<file path="src/rtl/scope_capture_ctrl_if.sv">
// Register bus, sample stream and capture-buffer write port of the scope capture controller.
interface scope_capture_ctrl_if #(
   parameter int AW = 10,
   parameter int DW = 9
);
   logic          chipselect;
   logic          write;
   logic [2:0]    address;
   logic [15:0]   writedata;
   logic [DW-1:0] sample;
   logic          valid;
   logic          vblank;
   logic [AW-1:0] wr_addr;
   logic [DW-1:0] wr_data;
   logic          wr_en;

   modport master (
      output chipselect, write, address, writedata, sample, valid, vblank,
      input  wr_addr, wr_data, wr_en
   );

   modport slave (
      input  chipselect, write, address, writedata, sample, valid, vblank,
      output wr_addr, wr_data, wr_en
   );
endinterface

</file>
<file path="src/rtl/scope_capture_ctrl.sv">
// Oscilloscope capture controller: edge/auto trigger, double-buffered capture
// of DEPTH samples, bank swap on vertical blank.
module scope_capture_ctrl #(
   parameter int DEPTH = 640,
   parameter int AW    = 10,
   parameter int DW    = 9
) (
   input  logic                 clk,
   input  logic                 reset,
   scope_capture_ctrl_if.slave  bus,
   output logic                 bank_sel,
   output logic                 full,
   output logic [11:0]          trig,
   output logic                 rising,
   output logic [1:0]           state
);
   typedef enum logic [1:0] {S_IDLE = 2'd0, S_WAIT = 2'd1, S_CAP = 2'd2, S_SWAP = 2'd3} state_t;

   state_t        state_q, state_d;
   logic [AW-1:0] wr_addr_q, wr_addr_d;
   logic          bank_q, bank_d;
   logic [8:0]    level_q, level_d;
   logic          rising_q, rising_d;
   logic [1:0]    mode_q, mode_d;
   logic [15:0]   timeout_q, timeout_d;
   logic [DW-1:0] prev_q, prev_d;
   logic          prev_ok_q, prev_ok_d;
   logic [15:0]   cnt_q, cnt_d;
   logic          wr_en;

   logic          wr_fire, arm, stop, hit, edge_hit, to_hit, last;
   logic [15:0]   smp_x, prv_x, lvl_x, cnt_inc;

   always_comb begin
      wr_fire  = bus.chipselect & bus.write;
      arm      = wr_fire && (bus.address == 3'd1) && bus.writedata[3];
      stop     = wr_fire && (bus.address == 3'd3);
      smp_x    = 16'(bus.sample);
      prv_x    = 16'(prev_q);
      lvl_x    = 16'(level_q);
      cnt_inc  = (cnt_q == 16'hFFFF) ? cnt_q : cnt_q + 16'd1;
      edge_hit = bus.valid && prev_ok_q &&
                 (rising_q ? (prv_x < lvl_x && smp_x >= lvl_x)
                           : (prv_x > lvl_x && smp_x <= lvl_x));
      // Auto mode forces a trigger once the timeout elapses; zero disables it.
      to_hit   = bus.valid && (mode_q == 2'b00) && (timeout_q != 16'd0) &&
                 ((17'(cnt_q) + 17'd1) >= 17'(timeout_q));
      hit      = edge_hit || to_hit;
      last     = (wr_addr_q == AW'(DEPTH - 1));
   end

   always_comb begin
      state_d   = state_q;
      wr_addr_d = wr_addr_q;
      bank_d    = bank_q;
      level_d   = level_q;
      rising_d  = rising_q;
      mode_d    = mode_q;
      timeout_d = timeout_q;
      prev_d    = prev_q;
      prev_ok_d = prev_ok_q;
      cnt_d     = cnt_q;
      wr_en     = 1'b0;

      if (wr_fire) begin
         case (bus.address)
            3'd0: level_d = bus.writedata[8:0];
            3'd1: begin
               rising_d = bus.writedata[0];
               mode_d   = bus.writedata[2:1];
            end
            3'd2: timeout_d = bus.writedata;
            default: ;
         endcase
      end

      if (stop) begin
         state_d   = S_IDLE;
         wr_addr_d = '0;
      end else begin
         case (state_q)
            S_IDLE: if (arm) begin
               state_d   = S_WAIT;
               wr_addr_d = '0;
               prev_ok_d = 1'b0;
               cnt_d     = '0;
            end
            S_WAIT: if (bus.valid) begin
               prev_d    = bus.sample;
               prev_ok_d = 1'b1;
               cnt_d     = cnt_inc;
               if (hit) begin
                  wr_en     = 1'b1;
                  wr_addr_d = AW'(1);
                  state_d   = S_CAP;
               end
            end
            S_CAP: if (bus.valid) begin
               wr_en = 1'b1;
               if (last) begin
                  wr_addr_d = '0;
                  state_d   = S_SWAP;
               end else begin
                  wr_addr_d = wr_addr_q + AW'(1);
               end
            end
            S_SWAP: if (bus.vblank) begin
               bank_d = ~bank_q;
               if (mode_q == 2'b10) begin
                  state_d = S_IDLE;
               end else begin
                  state_d   = S_WAIT;
                  wr_addr_d = '0;
                  prev_ok_d = 1'b0;
                  cnt_d     = '0;
               end
            end
            default: state_d = S_IDLE;
         endcase
      end
   end

   always_ff @(posedge clk) begin
      if (reset) begin
         state_q   <= S_WAIT;
         wr_addr_q <= '0;
         bank_q    <= 1'b0;
         level_q   <= 9'd256;
         rising_q  <= 1'b1;
         mode_q    <= 2'b00;
         timeout_q <= 16'd4096;
         prev_q    <= '0;
         prev_ok_q <= 1'b0;
         cnt_q     <= '0;
      end else begin
         state_q   <= state_d;
         wr_addr_q <= wr_addr_d;
         bank_q    <= bank_d;
         level_q   <= level_d;
         rising_q  <= rising_d;
         mode_q    <= mode_d;
         timeout_q <= timeout_d;
         prev_q    <= prev_d;
         prev_ok_q <= prev_ok_d;
         cnt_q     <= cnt_d;
      end
   end

   assign bus.wr_addr = wr_addr_q;
   assign bus.wr_data = bus.sample;
   assign bus.wr_en   = wr_en;
   assign bank_sel    = bank_q;
   assign full        = (state_q == S_IDLE) || (state_q == S_SWAP);
   assign trig        = {3'b000, level_q};
   assign rising      = rising_q;
   assign state       = state_q;
endmodule
</file>
<file path="src/flat_wrapper.sv">
// flat-port wrapper written by rule: the top's interface ports become plain ports
module scope_capture_ctrl_flat 
#(
   parameter int DEPTH = 640,
   parameter int AW    = 10,
   parameter int DW    = 9
)
  (clk, reset, bank_sel, full, trig, rising, state, bus_chipselect, bus_write, bus_address, bus_writedata, bus_sample, bus_valid, bus_vblank, bus_wr_addr, bus_wr_data, bus_wr_en);
  scope_capture_ctrl_if #(.AW(AW), .DW(DW)) bus_i ();
  input  logic clk;
  input  logic reset;
  output logic bank_sel;
  output logic full;
  output logic [11:0] trig;
  output logic rising;
  output logic [1:0] state;
  input wire logic [$bits(bus_i.chipselect)-1:0] bus_chipselect;
  input wire logic [$bits(bus_i.write)-1:0] bus_write;
  input wire logic [$bits(bus_i.address)-1:0] bus_address;
  input wire logic [$bits(bus_i.writedata)-1:0] bus_writedata;
  input wire logic [$bits(bus_i.sample)-1:0] bus_sample;
  input wire logic [$bits(bus_i.valid)-1:0] bus_valid;
  input wire logic [$bits(bus_i.vblank)-1:0] bus_vblank;
  output wire logic [$bits(bus_i.wr_addr)-1:0] bus_wr_addr;
  output wire logic [$bits(bus_i.wr_data)-1:0] bus_wr_data;
  output wire logic [$bits(bus_i.wr_en)-1:0] bus_wr_en;
  assign bus_i.chipselect = bus_chipselect;
  assign bus_i.write = bus_write;
  assign bus_i.address = bus_address;
  assign bus_i.writedata = bus_writedata;
  assign bus_i.sample = bus_sample;
  assign bus_i.valid = bus_valid;
  assign bus_i.vblank = bus_vblank;
  assign bus_wr_addr = bus_i.wr_addr;
  assign bus_wr_data = bus_i.wr_data;
  assign bus_wr_en = bus_i.wr_en;
  scope_capture_ctrl #(.DEPTH(DEPTH), .AW(AW), .DW(DW)) u_core (.clk(clk), .reset(reset), .bus(bus_i), .bank_sel(bank_sel), .full(full), .trig(trig), .rising(rising), .state(state));
endmodule
</file>
<file path="config.mk">
export PLATFORM = sky130hd
export DESIGN_NAME = scope_capture_ctrl_flat
export DESIGN_NICKNAME = d
export VERILOG_FILES = /design/src/rtl/scope_capture_ctrl_if.sv /design/src/rtl/scope_capture_ctrl.sv /design/src/flat_wrapper.sv
export SDC_FILE = /design/constraint.sdc
export NUM_CORES = 1
export LEC_CHECK = 0
export CAP_MARGIN = 20
export CORE_UTILIZATION = 45
export CTS_BUF_LIST = sky130_fd_sc_hd__clkbuf_4 sky130_fd_sc_hd__clkbuf_8
export DETAILED_ROUTE_END_ITERATION = 12
export PLACE_DENSITY = 0.7
export SYNTH_ARGS = -nofsm -noshare
export SYNTH_HDL_FRONTEND = slang
export SYNTH_SLANG_ARGS = --single-unit
export TNS_END_PERCENT = 20
</file>
<file path="constraint.sdc">
create_clock -name clk -period 5.4 [get_ports clk]
set_clock_uncertainty 0.1 [all_clocks]
set_input_delay 1.08 -clock clk [delete_from_list [all_inputs] [get_ports clk]]
set_output_delay 1.08 -clock clk [all_outputs]
set_load 0.01 [all_outputs]
</file>
# --- Word-level counts from Yosys, hierarchy flattened ---
# Index checks and enable logic that the tools add are counted.
word_totals:
  reg_bits: 67
  latchBits: 0
  ramBits: 0
  mem_bits_ro: 0
  wordCells: 107
  memories: 0
classes:
  add_sub_neg: 3
  mul: 0
  div: 0
  order_cmp: 5
  n_eq_ne: 23
  shifts: 0
  n_mux: 34
  bitwise_logic: 3
  n_reduce_logical: 28
op_table:
  columns: ["op", "count"]
  rows:
  - ["$mux W16", 5]
  - ["$mux W10", 7]
  - ["$pmux W16 S3", 1]
  - ["$pmux W10 S4", 1]
  - ["$reduce_and A6 Y1", 4]
  - ["$add A16 B1 Y17 const B", 1]
  - ["$ge A17 B16 Y1", 1]
  - ["$add A16 B1 Y16 const B", 1]
  - ["$eq A16 B16 Y1 const B", 1]
  - ["$reduce_bool A16 Y1", 1]
  - ["$mux W2", 6]
  - ["$mux W1", 11]
  - ["$add A10 B1 Y10 const B", 1]
  - ["$eq A10 B10 Y1 const B", 1]
  - ["$logic_and A1 B1 Y1", 10]
  - ["$ne A2 B2 Y1 const B", 5]
  - ["$ge A9 B9 Y1", 1]
  - ["$gt A9 B9 Y1", 1]
  - ["$le A9 B9 Y1", 1]
  - ["$lt A9 B9 Y1", 1]
  - ["$ne A3 B1 Y1 const B", 3]
  - ["$ne A3 B2 Y1 const B", 3]
  - ["$pmux W2 S4", 1]
  - ["$reduce_and A7 Y1", 1]
  - ["16 further kinds", 27]

# --- Longest topological paths before layout ---
# Gate-level depths: netlist of the first run.
logic_depth:
  ltp_word: 9
  ltp_mapped: 15

# --- Worst setup path after synthesis of the first run ---
# No wires, ideal clock.
synth_timing:
  path_type: "input -> output"
  start: "input bus_sample[7]"
  end: "output bus_wr_en"
  arrival_time_ps: 2716
  required_time_ps: 4220
  slack_ps: 1504
  path_stages: 8
  path_buffers: 0
  path_cell_list: "ha_1 nand4_2 nor3_1 nor3_1 or4b_4 nand2_1 o21ai_0 a21oi_1"
synth_via:
  elab_chain_len: 9
  elab_cells_between_ends: 11
  classes_between: "order compare (2); mux (5); reduce/logical (4)"
synth_rtl:
  columns: ["element", "line_no", "source"]
  rows:
  - ["start: declaration", "flat_wrapper.sv:21", "input wire logic [$bits(bus_i.sample)-1:0] bus_sample;"]
  - ["$le A9 B9 Y1 or $ge A9 B9 Y1 (tied branches)", "scope_capture_ctrl.sv:44, scope_capture_ctrl.sv:43", null]
  - ["$logic_and A1 B1 Y1 (on tied branches)", "scope_capture_ctrl.sv:44, scope_capture_ctrl.sv:43", null]
  - ["$mux W1 *", "scope_capture_ctrl.sv:43", "(rising_q ? (prv_x < lvl_x && smp_x >= lvl_x)"]
  - ["$logic_and A1 B1 Y1 *", "scope_capture_ctrl.sv:42", "edge_hit = bus.valid && prev_ok_q &&"]
  - ["$logic_or A1 B1 Y1 *", "scope_capture_ctrl.sv:48", "hit = edge_hit || to_hit;"]
  - ["$mux W1 *", "scope_capture_ctrl.sv:92", "if (hit) begin"]
  - ["$mux W1 *", "scope_capture_ctrl.sv:88", "S_WAIT: if (bus.valid) begin"]
  - ["$pmux W1 S2 *", "scope_capture_ctrl.sv:81", "case (state_q)"]
  - ["$mux W1 *", "scope_capture_ctrl.sv:77", "if (stop) begin"]
  - ["end: declaration", "flat_wrapper.sv:26", "output wire logic [$bits(bus_i.wr_en)-1:0] bus_wr_en;"]
# Mark *: on every way between the ends. The rest lies on a longest branch, timed or not.

# --- Worst setup path after layout of the first run ---
layout_timing:
  start: "register u_core.cnt_q[0]"
  end: "output bus_wr_en"
layout_via:
  elab_chain_len: 8
layout_rtl:
  columns: ["element", "line_no", "source"]
  rows:
  - ["start: declaration", "scope_capture_ctrl.sv:28", "logic [15:0] cnt_q, cnt_d;"]
  - ["start signal: assignment", "scope_capture_ctrl.sv:145", "cnt_q <= cnt_d;"]
  - ["$add A16 B1 Y17", "scope_capture_ctrl.sv:47", "((17'(cnt_q) + 17'd1) >= 17'(timeout_q));"]
  - ["$ge A17 B16 Y1", "scope_capture_ctrl.sv:47", null]
  - ["$logic_and A1 B1 Y1", "scope_capture_ctrl.sv:46", "to_hit = bus.valid && (mode_q == 2'b00) && (timeout_q != 16'd0) &&"]
  - ["$logic_or A1 B1 Y1", "scope_capture_ctrl.sv:48", null]
  - ["$mux W1", "scope_capture_ctrl.sv:92", null]
  - ["$mux W1", "scope_capture_ctrl.sv:88", null]
  - ["$pmux W1 S2", "scope_capture_ctrl.sv:81", null]
  - ["$mux W1", "scope_capture_ctrl.sv:77", null]
# Every way passes these cells.

==> metrics, run 1 <==
Worst-path clk slew=about 0.080 ns; Post-Place Cell Area=0.00499 mm2; data arrival time of the worst path=between 4 and 5 ns; post-detailed-route count of antenna-violating nets=0; final layout net count=660; largest net degree at the start of global routing=55; total power consumption of the routed design=between 1500 and 2000 uW; minimum period implied by the final worst setup slack=~5.2 ns; I/O pin count=between 70 and 80; DIE HEIGHT=between 90 and 100 um; combinational share of power=0.353; net switching power of the design=596 uW; Placement Rows=35; maximum VDD drop=about 0.24 mV; Hold Startpoint=u_core.bus.wr_addr[1]; number of violations of the max-capacitance limit=0; mean routed wirelength per cell=between 15 and 20 um; r2r startpoint=u_core.cnt_q[0]; horizontal die dimension=99.9 um; synth unique cells=between 50 and 60; TritonCTS clock tree=done; H-tree depth=3; DP Wirelength=8140 um; gpl congestion=0.856; worst reg2reg path endpoint=u_core.bus.wr_addr[0]; number of input and output port buffers inserted=67; Ys Warns=0; Max Transition Viols Final=0; overflow left after global routing=0; Reg area=around 0.0013 mm2; endpoints failing hold=0; antenna violations before repair=0; vias in the first global route=approximately 3,900; Overall Global Routing Usage=0.227; cell leakage power=about 0.0022 uW; worst path required time=roughly 4.2 ns; number of enable flip-flop cells after synthesis=0; number of antenna cells inserted=0; post-synthesis async set-or-reset flop share=0; root buf cell=clkbuf_8; flop-to-flop setup slack=1.40 ns; maximum clock insertion buffer count=2; core region area=0.00928 mm2; Peak Freq=around 190 MHz; overall die area=0.00999 mm2; flop and latch count out of synthesis=67; commonest non-fill, non-tap cell in the layout=dfxtp_1; relative contribution of sequential cells to total power=0.333; number of instances in the synthesized netlist=between 500 and 600; number of DRC violations after detailed routing=0; element type at the critical path end=primary output; Cell Pwr Density=approximately 320 mW/mm2; TritonCTS buffer count=9; Setup Viol. Count Final=0; wire length of the first global-routing pass=~18,000 um; area occupied by multi-input gates=around 0.0026 mm2; hold worst-path end=u_core.bus.wr_addr[1]; count of hold buffers inserted by post-cts repair=0; number of filler cells placed in the layout=approximately 850; internal power=between 1000 and 1500 uW; starting density of the core=0.465; Syn-to-layout area delta=21.3%; Startpoint Class=flip-flop; switching part of the total=0.355; clock latency at the later pin of the worst-skew pair=about 0.34 ns; outcome=complete, no violations; dpl ws=0.419 ns; count of vias placed by the detailed router=3,949; worst setup path category=flip-flop to primary output; Max-slew headroom=0.346; final-layout setup total negative slack=0 ns; type of the worst min-delay path=flip-flop to flip-flop; number of clock sinks=67; via density per instance=approximately 5.5; setup slack after layout=0.165 ns; RSZ-0062 raised after global routing=false; sequential share of the synthesized area=0.311; DRT Wirelength=10,900 um; TritonRoute pass-1 iters=5; average footprint of a synthesized cell=8.11 um2; commonest cells after routing, fill and taps aside=dfxtp_1, nor2_1, clkdlybuf4s50_1; number of instances on the worst hold path=2; main flop type after synthesis=dfxtp_1; final core utilization=0.564; critical path peak fanout=8; worst reg-to-reg path cell count=13; summed instance area of the synthesized netlist=around 0.0043 mm2; share of post-route cells with drive strength above 1=0.0577; Final period util=0.969; worst-margin pin slew=roughly 1 ns; Clock power frac=0.313; post-layout instance area=~0.0052 mm2; number of buffers inserted to repair setup after CTS=0; number of DRC markers in iteration 0=about 180
Yosys cell counts, types with 10 or more instances:
cell | count | area share
dfxtp_1 | 67 | 0.31
o21ai_0 | 27 | 0.031
nor2_1 | 66 | 0.057
inv_1 | 42 | 0.037
nand2_1 | 33 | 0.029
nand4_1 | 12 | 0.017
ha_1 | 42 | 0.12
mux2i_1 | 27 | 0.063
and3_1 | 10 | 0.014
buf_4 | 13 | 0.023
a21oi_1 | 43 | 0.050
nor3_1 | 11 | 0.013
nand3_1 | 19 | 0.022
power by group through the flow:
| stage | clock network [uW] | registers (uW) | logic [uW] |
|---|---|---|---|
| 3_3_place_gp | 0 | 570 | 570 |
| 2_1_floorplan | 0 | 566 | 437 |
| 3_5_place_dp | 0 | 571 | 586 |
| 4_1_cts | 535 | 560 | 591 |
| 5_1_grt | 554 | 565 | 656 |
| 6_report | 526 | 560 | 593 |
cells by family (layout without fill, tap and decap cells):
logic type / count (synthesis) / in the layout / share of synthesized area
AO/OA/AOI/OAI: 105 / 105 / 0.149
XOR/XNOR: 15 / 15 / 0.0304
adder cells (fa/ha/maj): 42 / 42 / 0.122
buffers and inverters: 73 / 128 / 0.0794
flip-flops: 67 / 67 / 0.311
multiplexers: 27 / 27 / 0.0626
other: 1 / 3 / 0.000869
AND/OR/NAND/NOR: 202 / 202 / 0.246
cell type report:
class                   instances  share of cell area
clock buffers                  11              0.0277
clock inverters                 5              0.0191
inverters                      42              0.0301
multi-input cells             394               0.505
flip-flops and latches         67               0.256
well taps                     129              0.0308
repair buffers                 70               0.131
what timing repair did:
| item | 4_1_cts | 5_1_grt |
|---|---|---|
| resized for setup | 0 | 1 |
| hold endpoints to repair | 0 | 0 |
| endpoints found under the setup margin | 0 | 1 |
registers in the layout, summed over array words and instances (netlist names):
signal / cells
u_core.bus.wr_addr: 10
u_core.prev_q: 9
u_core.mode_q: 2
u_core.cnt_q: 16
u_core.prev_ok_q: 1
u_core.level_q: 9
u_core.rising: 1
u_core.bank_sel: 1
u_core.state: 2
u_core.timeout_q: 16
worst max path at each step:
stage                          from        end  slack, ns  depth (start not counted)
floorplan             bus_sample[7]  bus_wr_en       1.50                          8
global placement      bus_sample[6]  bus_wr_en       0.42                         10
detailed placement    bus_sample[7]  bus_wr_en       0.42                         10
CTS                 u_core.cnt_q[0]  bus_wr_en       0.19                         14
global route        u_core.cnt_q[0]  bus_wr_en       0.03                         14
finish              u_core.cnt_q[0]  bus_wr_en       0.16                         14
stage by stage:
step	std cells	hold slack (ns)
2_1_floorplan	534	0.354
3_3_place_gp	702	0.369
3_5_place_dp	702	0.377
4_1_cts	718	0.394
5_1_grt	718	0.435
6_report	718	0.398
metal layers:
metal	part of all wire	routed length, um	global-route usage
met1	0.48	5190	0.298
met2	0.48	5200	0.378
met3	0.036	387	0.0397
met4	0.0067	73	0.0781
met5	0	0	0
critical path, cell delays in order (launching register included):
cell,delay [ns]
dfxtp_1,0.45
ha_1,0.27
and3_2,0.29
and4_1,0.31
nand3_1,0.16
xnor2_1,0.17
ha_1,0.35
nand3_1,0.12
o41ai_1,0.29
nand2_1,0.11
o2111a_1,0.22
nor2_1,0.13
o21ai_0,0.09
a21oi_1,0.18
clkdlybuf4s50_1,0.57
No activity file was read; power rests on OpenSTA's default activity.
==> inputs of run 2 (changes only) <==
--- a/config.mk
+++ b/config.mk
@@ -5,11 +5,12 @@
 export SDC_FILE = /design/constraint.sdc
 export NUM_CORES = 1
 export LEC_CHECK = 0
-export CAP_MARGIN = 20
-export CORE_UTILIZATION = 45
+export CAP_MARGIN = 10
+export CORE_UTILIZATION = 60
 export CTS_BUF_LIST = sky130_fd_sc_hd__clkbuf_4 sky130_fd_sc_hd__clkbuf_8
 export DETAILED_ROUTE_END_ITERATION = 12
-export PLACE_DENSITY = 0.7
+export PLACE_DENSITY = 0.89
+export SLEW_MARGIN = 20
 export SYNTH_ARGS = -nofsm -noshare
 export SYNTH_HDL_FRONTEND = slang
 export SYNTH_SLANG_ARGS = --single-unit
==> run 2 against run 1 <==
  * Power up 1.0%
  * Combinational power up 2%
  * Maximum frequency up 2.9%
  * Global-route usage up 9.3 points
  * Largest power group unchanged
==> metrics, run 2 (synthesized netlist as in run 1, its figures left out) <==
outcome=complete, no violations (unchanged); core region area=0.00687 mm2 (was 0.00928 mm2); Syn-to-layout area delta=20.1% (was 21.3%); DIE HEIGHT=86.8 um (was 99.9 um); Max Transition Viols Final=0 (unchanged); number of DRC violations after detailed routing=0 (unchanged); number of clock sinks=67 (unchanged); Worst-path clk slew=0.08 ns (about the same); DRT Wirelength=11,400 um (was 10,900 um); worst setup path category=flip-flop to primary output (unchanged); starting density of the core=0.628 (was 0.465); TritonCTS clock tree=done (unchanged); number of input and output port buffers inserted=67 (unchanged); post-cts repair resize count=0 (unchanged); element type at the critical path end=primary output (unchanged); critical path peak fanout=8 (unchanged); maximum VDD drop=0.285 mV (was 0.241 mV); data arrival time of the worst path=3.91 ns (was 4.06 ns); type of the worst min-delay path=flip-flop to flip-flop (unchanged); overflow left after global routing=0 (unchanged); share of post-route cells with drive strength above 1=0.0562 (was 0.0577); horizontal die dimension=86.8 um (was 99.9 um); commonest cells after routing, fill and taps aside=nor2_1, clkdlybuf4s50_1, dfxtp_1 (was dfxtp_1, nor2_1, clkdlybuf4s50_1); Peak Freq=196 MHz (was 191 MHz); worst path required time=4.22 ns (about the same); final-layout setup total negative slack=0 ns (unchanged); GRT met3 Usage=0.0648 (was 0.0397); number of violations of the max-capacitance limit=0 (unchanged); mean routed wirelength per cell=16.7 um (was 15.1 um); Setup Viol. Count Final=0 (unchanged); grt met2 use=0.548 (was 0.378); number of antenna cells inserted=0 (unchanged); number of buffers inserted to repair setup after CTS=0 (unchanged); Overall Global Routing Usage=0.321 (was 0.227); cell leakage power=0.00222 uW (was 0.00223 uW); Final period util=0.943 (was 0.969); worst-margin pin slew=1.06 ns (was 0.977 ns); vias in the first global route=4,101 (was 3,858); TritonCTS buffer count=9 (unchanged); H-tree depth=3 (unchanged); overall die area=0.00754 mm2 (was 0.00999 mm2); endpoints failing hold=0 (unchanged); Top Usage Layer GRT=met2 (unchanged); gpl congestion=0.851 (was 0.856); DP Wirelength=8100 um (was 8140 um); post-detailed-route count of antenna-violating nets=0 (unchanged); maximum clock insertion buffer count=2 (unchanged); I/O pin count=71 (unchanged); count of hold buffers inserted by post-cts repair=0 (unchanged); count of vias placed by the detailed router=4,169 (was 3,949); via density per instance=6.10 (was 5.50); minimum period implied by the final worst setup slack=5.09 ns (was 5.24 ns); TritonRoute pass-1 iters=5 (unchanged); root buf cell=clkbuf_8 (unchanged); number of DRC markers in iteration 0=291 (was 175); largest net degree at the start of global routing=55 (unchanged); Cell Pwr Density=327 mW/mm2 (was 321 mW/mm2); final layout net count=658 (was 660); clock latency at the later pin of the worst-skew pair=0.36 ns (was 0.34 ns); Startpoint Class=flip-flop (unchanged); Max-slew headroom=0.293 (was 0.346); Placement Rows=30 (was 35); wire length of the first global-routing pass=18,800 um (was 18,100 um); antenna violations before repair=0 (unchanged); met1 capacity usage during global routing=0.389 (was 0.298); final core utilization=0.755 (was 0.564); RSZ-0062 raised after global routing=false (unchanged)
==> run 2: worst paths after layout <==
check,slack [ns],endpoint,depth (start not counted),start
max,0.31,bus_wr_en,14,u_core.cnt_q[0]
min reg2reg,0.41,u_core.bus.wr_addr[1],2,u_core.bus.wr_addr[1]
max reg2reg,1.56,u_core.bus.wr_addr[0],13,u_core.cnt_q[0]
min,0.41,u_core.bus.wr_addr[1],2,u_core.bus.wr_addr[1]
==> run 2: through the flow <==
step	instance area, um2	worst slack, ns	cells	hold WS [ns]	power, uW
after floorplan	4320	1.50	534	0.354	1000
after global placement	4930	0.435	667	0.371	1120
after detailed placement	4930	0.408	667	0.395	1150
after CTS	5180	0.198	683	0.408	1680
after global routing	5180	0.0271	683	0.447	1780
final	5180	0.310	683	0.410	1700
==> run 2: worst max-delay path: stages, from the launching register on <==
cell and delay, ns:
dfxtp_2 0.40, ha_1 0.25, and3_2 0.30, and4_1 0.32
nand3_1 0.16, xnor2_1 0.18, ha_1 0.35, nand3_1 0.09
o41ai_1 0.24, nand2_1 0.09, o2111a_1 0.20, nor2_1 0.13
o21ai_0 0.09, a21oi_1 0.18, clkdlybuf4s50_1 0.56
==> run 2: metal layers <==
| layer | wire [um] | up-vias |
|---|---|---|
| met3 | 778 | 43 |
| met2 | 5590 | 187 |
| met1 | 4690 | 1958 |
| met4 | 367 | 0 |
| met5 | 0 | - |
| li1 | - | 1981 |
==> run 2: cell type report <==
cell class	count	area, um2
inverters	42	158
clock buffers	10	138
well taps	96	120
multi-input cells	394	2640
flip-flops and latches	67	1340
clock inverters	6	113
repair buffers	68	673
fillers	485	1680
==> run 2: power breakdown <==
| group | switching [uW] | internal, uW |
|---|---|---|
| clock network | 211 | 320 |
| logic | 374 | 228 |
| registers | 36.2 | 528 |
